$ cat config.mk
export PLATFORM = sky130hd
export DESIGN_NAME = bam_product_accumulator_flat
export DESIGN_NICKNAME = d
export VERILOG_FILES = /design/src/rtl/bam_acc_pkg.sv /design/src/rtl/bam_product_accumulator_if.sv /design/src/rtl/bam_sat_add.sv /design/src/rtl/bam_product_accumulator.sv /design/src/flat_wrapper.sv
export SDC_FILE = /design/constraint.sdc
export NUM_CORES = 1
export LEC_CHECK = 0
export ABC_AREA = 1
export BUFFER_PORTS_ARGS = -buffer_cell sky130_fd_sc_hd__buf_4
export CAP_MARGIN = 15
export CORE_ASPECT_RATIO = 0.9
export CORE_MARGIN = 3
export CORE_UTILIZATION = 50
export DETAILED_ROUTE_END_ITERATION = 10
export PLACE_DENSITY = 0.7
export RECOVER_POWER = 100
export SLEW_MARGIN = 30
export SYNTH_ARGS = -nofsm -noshare
export SYNTH_HDL_FRONTEND = slang
export SYNTH_SLANG_ARGS = --single-unit
$ cat constraint.sdc
create_clock -name clk -period 2.98 [get_ports clk]
set_clock_uncertainty 0.15 [all_clocks]
set_input_delay 0 -clock clk [delete_from_list [all_inputs] [get_ports clk]]
set_output_delay 0 -clock clk [all_outputs]
set_load 0.01 [all_outputs]
$ cat src/rtl/bam_acc_pkg.sv
// Shared types and default widths for the approximate-multiplier product accumulator.
package bam_acc_pkg;

    typedef enum logic [1:0] {
        IDLE  = 2'd0,
        ACCUM = 2'd1,
        HOLD  = 2'd2
    } acc_state_e;

    localparam int DEF_PROD_WIDTH = 16;
    localparam int DEF_ACC_WIDTH  = 24;

    // Count must hold the value MAX_TERMS itself, hence the +1.
    function automatic int cnt_width(input int max_terms);
        return $clog2(max_terms + 1);
    endfunction

endpackage

$ cat src/rtl/bam_product_accumulator_if.sv
// Input product stream and output result handshake of the product accumulator.
interface bam_product_accumulator_if #(
    parameter int PROD_WIDTH = 16,
    parameter int ACC_WIDTH  = 24,
    parameter int CNT_WIDTH  = 9
);
    logic                  in_valid;
    logic                  in_ready;
    logic [PROD_WIDTH-1:0] in_product;
    logic                  in_last;
    logic                  out_valid;
    logic                  out_ready;
    logic [ACC_WIDTH-1:0]  out_sum;
    logic [CNT_WIDTH-1:0]  out_count;
    logic                  out_overflow;
    logic                  out_forced;

    modport master (
        output in_valid, in_product, in_last, out_ready,
        input  in_ready, out_valid, out_sum, out_count, out_overflow, out_forced
    );

    modport slave (
        input  in_valid, in_product, in_last, out_ready,
        output in_ready, out_valid, out_sum, out_count, out_overflow, out_forced
    );
endinterface

$ cat src/rtl/bam_sat_add.sv
// Accumulator adder: ACC_WIDTH sum plus zero-extended product, clamping or wrapping on carry.
module bam_sat_add #(
    parameter int PROD_WIDTH = 16,
    parameter int ACC_WIDTH  = 24,
    parameter bit SATURATE   = 1'b1
) (
    input  logic [ACC_WIDTH-1:0]  acc_i,
    input  logic [PROD_WIDTH-1:0] prod_i,
    output logic [ACC_WIDTH-1:0]  sum_o,
    output logic                  carry_o
);
    logic [ACC_WIDTH:0] sum_ext_s;

    assign sum_ext_s = {1'b0, acc_i} + {{(ACC_WIDTH - PROD_WIDTH + 1){1'b0}}, prod_i};
    assign carry_o   = sum_ext_s[ACC_WIDTH];
    // An all-ones accumulator carries on any nonzero add, so a clamp persists for the burst.
    assign sum_o     = (SATURATE && carry_o) ? {ACC_WIDTH{1'b1}} : sum_ext_s[ACC_WIDTH-1:0];
endmodule

$ cat src/rtl/bam_product_accumulator.sv
// Streaming MAC back end: sums bursts of multiplier products and presents sum, count and flags.
module bam_product_accumulator
    import bam_acc_pkg::*;
#(
    parameter int PROD_WIDTH = DEF_PROD_WIDTH,
    parameter int ACC_WIDTH  = DEF_ACC_WIDTH,
    parameter int MAX_TERMS  = 256,
    parameter bit SATURATE   = 1'b1
) (
    input  logic                    clk,
    input  logic                    rst,
    bam_product_accumulator_if.slave bus
);
    localparam int CNT_WIDTH = cnt_width(MAX_TERMS);
    localparam logic [CNT_WIDTH-1:0] MAX_CNT = CNT_WIDTH'(MAX_TERMS);

    acc_state_e           state_q, state_d;
    logic [ACC_WIDTH-1:0] acc_q, acc_d;
    logic [CNT_WIDTH-1:0] count_q, count_d;
    logic                 ovf_q, ovf_d;
    logic                 in_ready_q, in_ready_d;
    logic                 out_valid_q, out_valid_d;
    logic [ACC_WIDTH-1:0] out_sum_q, out_sum_d;
    logic [CNT_WIDTH-1:0] out_count_q, out_count_d;
    logic                 out_ovf_q, out_ovf_d;
    logic                 out_forced_q, out_forced_d;

    logic [ACC_WIDTH-1:0] add_sum_s;
    logic                 add_carry_s;
    logic                 accept_s;
    logic [CNT_WIDTH-1:0] count_inc_s;
    logic                 hit_max_s;

    bam_sat_add #(
        .PROD_WIDTH (PROD_WIDTH),
        .ACC_WIDTH  (ACC_WIDTH),
        .SATURATE   (SATURATE)
    ) u_add (
        .acc_i   (acc_q),
        .prod_i  (bus.in_product),
        .sum_o   (add_sum_s),
        .carry_o (add_carry_s)
    );

    assign accept_s    = bus.in_valid & in_ready_q;
    assign count_inc_s = count_q + CNT_WIDTH'(1);
    assign hit_max_s   = (count_inc_s == MAX_CNT);

    // Next-state decode for the burst FSM, accumulator and result registers.
    always_comb begin
        state_d      = state_q;
        acc_d        = acc_q;
        count_d      = count_q;
        ovf_d        = ovf_q;
        out_valid_d  = out_valid_q;
        out_sum_d    = out_sum_q;
        out_count_d  = out_count_q;
        out_ovf_d    = out_ovf_q;
        out_forced_d = out_forced_q;
        case (state_q)
            IDLE, ACCUM: begin
                if (accept_s) begin
                    acc_d   = add_sum_s;
                    count_d = count_inc_s;
                    ovf_d   = ovf_q | add_carry_s;
                    if (bus.in_last || hit_max_s) begin
                        state_d      = HOLD;
                        out_valid_d  = 1'b1;
                        out_sum_d    = add_sum_s;
                        out_count_d  = count_inc_s;
                        out_ovf_d    = ovf_q | add_carry_s;
                        out_forced_d = hit_max_s & ~bus.in_last;
                    end else begin
                        state_d = ACCUM;
                    end
                end else begin
                    state_d = state_q;
                end
            end
            HOLD: begin
                if (bus.out_ready) begin
                    state_d      = IDLE;
                    acc_d        = {ACC_WIDTH{1'b0}};
                    count_d      = {CNT_WIDTH{1'b0}};
                    ovf_d        = 1'b0;
                    out_valid_d  = 1'b0;
                    out_sum_d    = {ACC_WIDTH{1'b0}};
                    out_count_d  = {CNT_WIDTH{1'b0}};
                    out_ovf_d    = 1'b0;
                    out_forced_d = 1'b0;
                end else begin
                    state_d = HOLD;
                end
            end
            default: begin
                state_d = IDLE;
            end
        endcase
        in_ready_d = (state_d != HOLD);
    end

    // State and output registers with synchronous reset.
    always_ff @(posedge clk) begin
        if (rst) begin
            state_q      <= IDLE;
            acc_q        <= {ACC_WIDTH{1'b0}};
            count_q      <= {CNT_WIDTH{1'b0}};
            ovf_q        <= 1'b0;
            in_ready_q   <= 1'b1;
            out_valid_q  <= 1'b0;
            out_sum_q    <= {ACC_WIDTH{1'b0}};
            out_count_q  <= {CNT_WIDTH{1'b0}};
            out_ovf_q    <= 1'b0;
            out_forced_q <= 1'b0;
        end else begin
            state_q      <= state_d;
            acc_q        <= acc_d;
            count_q      <= count_d;
            ovf_q        <= ovf_d;
            in_ready_q   <= in_ready_d;
            out_valid_q  <= out_valid_d;
            out_sum_q    <= out_sum_d;
            out_count_q  <= out_count_d;
            out_ovf_q    <= out_ovf_d;
            out_forced_q <= out_forced_d;
        end
    end

    assign bus.in_ready     = in_ready_q;
    assign bus.out_valid    = out_valid_q;
    assign bus.out_sum      = out_sum_q;
    assign bus.out_count    = out_count_q;
    assign bus.out_overflow = out_ovf_q;
    assign bus.out_forced   = out_forced_q;
endmodule

$ cat src/flat_wrapper.sv
// flat-port wrapper written by rule: the top's interface ports become plain ports
module bam_product_accumulator_flat import bam_acc_pkg::*;
#(
    parameter int PROD_WIDTH = DEF_PROD_WIDTH,
    parameter int ACC_WIDTH  = DEF_ACC_WIDTH,
    parameter int MAX_TERMS  = 256,
    parameter bit SATURATE   = 1'b1
)
  (clk, rst, bus_in_valid, bus_in_product, bus_in_last, bus_out_ready, bus_in_ready, bus_out_valid, bus_out_sum, bus_out_count, bus_out_overflow, bus_out_forced);
  bam_product_accumulator_if #(.PROD_WIDTH(PROD_WIDTH), .ACC_WIDTH(ACC_WIDTH), .CNT_WIDTH(9)) bus_i ();
  input  logic clk;
  input  logic rst;
  input wire logic [$bits(bus_i.in_valid)-1:0] bus_in_valid;
  input wire logic [$bits(bus_i.in_product)-1:0] bus_in_product;
  input wire logic [$bits(bus_i.in_last)-1:0] bus_in_last;
  input wire logic [$bits(bus_i.out_ready)-1:0] bus_out_ready;
  output wire logic [$bits(bus_i.in_ready)-1:0] bus_in_ready;
  output wire logic [$bits(bus_i.out_valid)-1:0] bus_out_valid;
  output wire logic [$bits(bus_i.out_sum)-1:0] bus_out_sum;
  output wire logic [$bits(bus_i.out_count)-1:0] bus_out_count;
  output wire logic [$bits(bus_i.out_overflow)-1:0] bus_out_overflow;
  output wire logic [$bits(bus_i.out_forced)-1:0] bus_out_forced;
  assign bus_i.in_valid = bus_in_valid;
  assign bus_i.in_product = bus_in_product;
  assign bus_i.in_last = bus_in_last;
  assign bus_i.out_ready = bus_out_ready;
  assign bus_in_ready = bus_i.in_ready;
  assign bus_out_valid = bus_i.out_valid;
  assign bus_out_sum = bus_i.out_sum;
  assign bus_out_count = bus_i.out_count;
  assign bus_out_overflow = bus_i.out_overflow;
  assign bus_out_forced = bus_i.out_forced;
  bam_product_accumulator #(.PROD_WIDTH(PROD_WIDTH), .ACC_WIDTH(ACC_WIDTH), .MAX_TERMS(MAX_TERMS), .SATURATE(SATURATE)) u_core (.clk(clk), .rst(rst), .bus(bus_i));
endmodule
Yosys cells after proc, flatten, opt, wreduce, memory -nomap -nowiden
Index checks and enable logic that the tools add are counted.

storage, ports and cells
  flip-flop bits (word level) = 73
  latch bits = 0
  bits in writable memories = 0
  ROM bits = 0
  input port bits = 21
  output and inout bits = 37
  logic and storage cells = 58
  memories = 0

cells by class
  $add $sub $neg = 2
  $mul = 0
  div/mod/pow operators = 0
  order comparisons = 0
  equal/unequal tests = 7
  shift-type cells = 0
  muxes and demuxes = 29
  bitwise operators = 4
  reductions and logical operators = 6

operators with widths
  operator                                                                 count
  24-bit two-way mux                                                       5
  24-bit case mux with 2 select lines                                      2
  9-bit two-way mux                                                        4
  9-bit case mux with 2 select lines                                       2
  24-bit by 16-bit adder with 25-bit output                                1
  9-bit by 1-bit adder with 9-bit output, second input constant            1
  9-bit == test, second input constant                                     1
  1-bit two-way mux                                                        8
  1-bit case mux with 2 select lines                                       4
  2-bit two-way mux                                                        3
  2-bit by 1-bit inequality test with 1-bit output, second input constant  2
  2-bit inequality test, second input constant                             2
  2-bit case mux with 2 select lines                                       1
  4-bit AND reduction                                                      1
  3-bit AND reduction                                                      1
  1-bit AND                                                                2
  2-bit by 1-bit == test with 1-bit output, second input constant          1
  2-bit == test, second input constant                                     1
  2-bit logical NOT                                                        1
  2-bit nonzero test                                                       1
  2-bit OR reduction                                                       1
  1-bit logical OR                                                         1
  1-bit NOT                                                                1
  1-bit bitwise OR                                                         1

Longest topological paths before layout
  depth in word-level cells = 7
  mapped depth = 15
  gate-level depth less buffers = 15

Hierarchy
Synthesis repeated with hierarchy kept, for this count alone.

second synthesis, totals
  cell total of the unflattened synthesis = 797
  area, all modules = 4,863.4 sq um

by module, submodules not included
  module                   times used  cells an instance  area an instance (sq um)  sequential area each (sq um)
  bam_product_accumulator  1           471                3,176.8                   1,461.4
  bam_sat_add              1           326                1,686.6                   0.0

Worst setup path before layout
Ideal clock, no wire load.

  path kind = register to register
  start = register u_core.acc_q[0]
  end = register u_core.out_sum_q[3] (netlist: u_core.bus.out_sum[3])
  library setup time = 0.113 ns
  arrival time = 1.927 ns
  required time = 2.717 ns
  setup slack = 0.790 ns
  stages on the path, launching flop included = 15
  buffers on the path = 0
  period minus slack after synthesis = 2.190 ns
  path through = dfxtp_1 ha_1 fa_1 nand3_1 nand3_2 nand2_1 nand2_1 nand2_1 nand2_2 nand2_2 inv_2 o21ai_0 nand2_1 nand2_1 nor2_1

between the ends
  word-level cells in the longest chain between the ends = 5

RTL lines
  what                                       line                            RTL
  start: declaration                         bam_product_accumulator.sv:18   logic [ACC_WIDTH-1:0] acc_q, acc_d;
  start signal: assignment                   bam_product_accumulator.sv:106  acc_q <= {ACC_WIDTH{1'b0}};
  24-bit by 16-bit adder with 25-bit output  bam_sat_add.sv:14               assign sum_ext_s = {1'b0, acc_i} + {{(ACC_WIDTH - PROD_WIDTH + 1){1'b0}}, prod_i};
  24-bit two-way mux                         bam_sat_add.sv:17               assign sum_o = (SATURATE && carry_o) ? {ACC_WIDTH{1'b1}} : sum_ext_s[ACC_WIDTH-1:0];
  24-bit two-way mux                         bam_product_accumulator.sv:66   if (bus.in_last || hit_max_s) begin
  24-bit two-way mux                         bam_product_accumulator.sv:62   if (accept_s) begin
  24-bit case mux with 2 select lines        bam_product_accumulator.sv:60   case (state_q)
  end signal: assignment                     bam_product_accumulator.sv:111  out_sum_q <= {ACC_WIDTH{1'b0}};
  end signal: assignment                     bam_product_accumulator.sv:122  out_sum_q <= out_sum_d;
  end: declaration                           bam_product_accumulator.sv:23   logic [ACC_WIDTH-1:0] out_sum_q, out_sum_d;

No other way between the ends. The select of a mux whose other input is x is not followed.
A chain may end at the register's enable or synchronous reset.

Worst setup path after layout
  start = input port bus_in_product[0]
  end = register u_core.out_sum_q[8] (netlist: u_core.bus.out_sum[8])

between the ends
  word-level cells in the longest chain between the ends = 5

RTL lines
  what                                       line                           RTL
  start: declaration                         flat_wrapper.sv:14             input wire logic [$bits(bus_i.in_product)-1:0] bus_in_product;
  24-bit by 16-bit adder with 25-bit output  bam_sat_add.sv:14
  24-bit two-way mux                         bam_sat_add.sv:17
  24-bit two-way mux                         bam_product_accumulator.sv:66
  24-bit two-way mux                         bam_product_accumulator.sv:62
  24-bit case mux with 2 select lines        bam_product_accumulator.sv:60

No other way between the ends. The select of a mux whose other input is x is not followed.

==> out/summary.log <==
[yosys] EDFF count, synth 0
[yosys] sequential share of the synthesized area 32.3%
[die] Chip Height 96.3 um
[cells_and_area] # fillers 939
[clocking] CTS max path bufs 2
[cells_and_area] area growth from synthesis to layout 11.9%
[drt] met3 wire length 618 um
[clocking] CTS tree yes
[timing] Max Freq 371 MHz
[drt] number of DRC violations after detailed-routing iteration 0 246
[power_and_ir_drop] Worst IR Drop VDD 321 uV
[grt] All-Layer GR Usage 23.3%
[drt] number of search-and-repair iterations in the first detailed-routing pass 4
[die] Initial Util 52.1%
[yosys] largest area contributor in the synthesized netlist sky130_fd_sc_hd__dfxtp_1
[timing] sum of negative setup slack 0 ps
[timing] final count of pins violating max slew 0
[cells_and_area] post-route design area 5060 um^2
[grt] via count of the first global-routing pass 4,047
[setup_path] Crit. End Element flop
[timing] final critical path time including I/O delays and setup 2690 ps
[die] area of the die 10,200 um^2
[yosys] cell count after synthesis 728
[setup_path] family with the most delay on the worst path simple AND/OR/NAND/NOR gates
[setup_path] arrival time of data at the critical path endpoint 2790 ps
[cells_and_area] Total Nets Final 821
[flow_run] MaxCap Viol Count 0
[placed_design] final estimated routing congestion in global placement 0.950
[clocking] number of setup buffers added after CTS 0
[timing] Final Hold Vio Count 0
[setup_path] CP peak stage delay 530 ps
[placed_design] count of buffers inserted at the top-level ports 57
[yosys] share of synthesized registers carrying an async set or reset 0%
[yosys] post-synth top area share 32.3%
[power_and_ir_drop] overall power of the completed layout 3.01 mW
[yosys] most area-consuming cells after synthesis sky130_fd_sc_hd__dfxtp_1 (32%), sky130_fd_sc_hd__nand2_1 (20%), sky130_fd_sc_hd__nor2_1 (8.1%)
[setup_path] Reg2Reg Depth 14
[min_path] number of cells traversed by the worst hold path 6
[min_path] Worst Hold Path EP u_core.acc_q[9]
[setup_path] source of the worst register-to-register timing path u_core.acc_q[0]
[timing] final setup fails 0
[clocking] clock transition at the registers of the reported paths 80 ps
[die] standard-cell rows 32
[min_path] Hold WC Path Type input pin to flop
[drt] via count 4,473
[setup_path] cell seen most often among critical-path stages sky130_fd_sc_hd__nand2_1
[cells_and_area] sequential cell area in the final layout 1460 um^2
[setup_path] largest fanout of any net on the critical path 16
[clocking] clock sink total 73
[drt] post-route antenna net violation count 0
[drt] final routed wirelength across all metal layers 11,300 um
[cells_and_area] share of final-layout standard cells stronger than drive strength 1 6.73%
[drt] drt wl/cell 12.5 um
[setup_path] Critical Path Start Type input pin
[yosys] most instantiated flip-flop cell in the synthesis netlist sky130_fd_sc_hd__dfxtp_1
[min_path] worst hold start bus_in_product[9]
[drt] number of remaining DRC errors 0
[setup_path] slowest stage cell, crit path sky130_fd_sc_hd__dlygate4sd3_1
[yosys] count of different cell masters after synthesis 33
[setup_path] crit path cell chain dlygate4sd3_1 -> buf_4 -> ha_1 -> fa_1 -> nand3_1 -> nand3_2 -> nand2_1 -> nand2_1 -> nand2_1 -> nand2_2 -> nand2_2 -> inv_2 -> o21ai_0 -> nand2_1 -> nand2_1 -> nor2_1
[drt] detailed-routed wire length on met2 4750 um
[cells_and_area] area used by multi-input combinational logic 2490 um^2
[yosys] number of warnings printed during yosys synthesis 0
[run_status] status completed
[power_and_ir_drop] Leak Pwr 2.50 nW
[yosys] syn_area_per_cell 6.22 um^2
[timing] setup repair after global routing missed its margin no
[grt] first-pass GRT wire length 19,200 um
[grt] number of antenna violations at the first check in global routing 0
[drt] max layer used met4
[clocking] count of H-tree levels built during CTS 3
[grt] largest net degree at the start of global routing 52
[yosys] post-synthesis register bit count 73
[yosys] most common cell in the synthesized netlist sky130_fd_sc_hd__nand2_1
[die] boundary pin count 58
[yosys] cell area after synthesis 4530 um^2
[timing] slew at the pin closest to its max-slew limit 708 ps
[power_and_ir_drop] power density over cell area 594 nW/um^2
[grt] grt ovf 0
[timing] period utilization 90.4%
[placed_design] DPL Wire Length 8390 um
[clocking] clock latency on the worst-skew pair 360 ps
[yosys] syn nets 767
[yosys] leading post-synthesis cells by instance count sky130_fd_sc_hd__nand2_1 (238), sky130_fd_sc_hd__nor2_1 (98), sky130_fd_sc_hd__inv_1 (87), sky130_fd_sc_hd__dfxtp_1 (73), sky130_fd_sc_hd__a21oi_1 (50)
[cells_and_area] number of inserted diodes 0
[clocking] number of buffers inserted during clock tree synthesis 9
[timing] Slew headroom 52.7%
[placed_design] area of placed instances 4950 um^2
[setup_path] flop-to-flop setup slack 290 ps
[setup_path] Buf/Inv on CP 3
[setup_path] required time at the worst-slack endpoint 3080 ps
[clocking] Root Buffer sky130_fd_sc_hd__clkbuf_8
[setup_path] WS Path Type input pin to flop
[drt] per-cell via count in the routed design 4.94
[timing] worst hold-check slack 158 ps
[drt] routed metal-1 wirelength 5790 um
[die] placeable core region 8690 um^2
[die] die outline width 106 um
[setup_path] RR Endpoint u_core.bus.out_sum[8]
==> layout by cell type, fill, tap and decap left out, drive strengths merged, types with 17 or more instances in the layout <==
master	n
buf	24
a21oi	50
ha	17
clkbuf	47
nand3	50
dfxtp	73
o21ai	49
inv	92
nor2	103
nand2	243
==> repair_timing <==
item,CTS,global route
resized for setup,0,0
hold buffers,8,0
hold endpoints to repair,12,0
==> layout make-up <==
cell class	instances	share of cell area [%]
Inverter	91	6.99
Tap cell	119	2.94
Multi-Input combinational cell	538	49.2
Sequential cell	73	28.9
Clock inverter	6	1.33
Clock buffer	10	2.52
Timing Repair Buffer	69	8.13
==> sequential cells by signal, summed over array words and instances, names as in the netlist <==
name and count:
u_core.acc_q 24, u_core.bus.out_sum 24, u_core.bus.out_count 9, u_core.count_q 9, u_core.state_q 2, u_core.bus.in_ready 1, u_core.bus.out_forced 1, u_core.bus.out_overflow 1
u_core.bus.out_valid 1, u_core.ovf_q 1
==> worst reg2reg max path: stages, from the launching register on <==
cell and delay, ps:
sky130_fd_sc_hd__dfxtp_1 320, sky130_fd_sc_hd__ha_1 230, sky130_fd_sc_hd__fa_1 450, sky130_fd_sc_hd__nand3_1 120, sky130_fd_sc_hd__nand3_2 100, sky130_fd_sc_hd__nand2_1 80
sky130_fd_sc_hd__nand2_1 80, sky130_fd_sc_hd__nand2_1 80, sky130_fd_sc_hd__nand2_2 80, sky130_fd_sc_hd__nand2_2 280, sky130_fd_sc_hd__inv_2 150, sky130_fd_sc_hd__o21ai_0 270
sky130_fd_sc_hd__nand2_1 100, sky130_fd_sc_hd__nand2_1 60, sky130_fd_sc_hd__nor2_1 40
==> kinds of logic after synthesis <==
kind of cell	after synthesis	synth area share [%]
AOI/OAI and AO/OA	101	11.3
and+or+nand+nor	411	37.6
buffers and inverters	117	12.1
adders and majority gates	18	5.14
xor gates and xnor gates	8	1.55
DFF	73	32.3
==> worst max path at each step <==
| stage | start | end | slack [ps] | cells after the start |
|---|---|---|---|---|
| after global routing | u_core.acc_q[0] | u_core.bus.out_sum[4] | 50 | 14 |
| after floorplan | u_core.acc_q[0] | u_core.bus.out_sum[3] | 790 | 14 |
| after CTS | u_core.acc_q[0] | u_core.bus.out_sum[0] | 290 | 14 |
| after detailed placement | u_core.acc_q[0] | u_core.bus.out_sum[0] | 300 | 14 |
| final | bus_in_product[0] | u_core.bus.out_sum[8] | 290 | 16 |
| after global placement | u_core.acc_q[0] | u_core.bus.out_sum[8] | 420 | 14 |
==> per-layer routing <==
layer | GRT usage (%) | vias to the layer above
met3 | 5.23 | 16
met1 | 32.5 | 1977
met2 | 36.8 | 91
met5 | 0 | -
met4 | 5.50 | 0
li1 | - | 2389
==> report_power, final <==
part	total [mW]	leakage (nW)	switching, mW	internal, mW
Sequential	1.20	0.602	0.0899	1.11
Combinational	1.01	1.81	0.660	0.351
Clock	0.798	0.0929	0.408	0.390
Total	3.01	2.50	1.16	1.85
==> through the flow <==
stage	setup slack, ps	instances	utilization [%]
floorplan	790	728	-
global route	49.7	906	58.3
CTS	286	906	60.2
detailed placement	295	882	57.0
finish	287	906	58.3
global placement	423	882	57.0
Note: power is estimated with default switching activity, not from simulation.
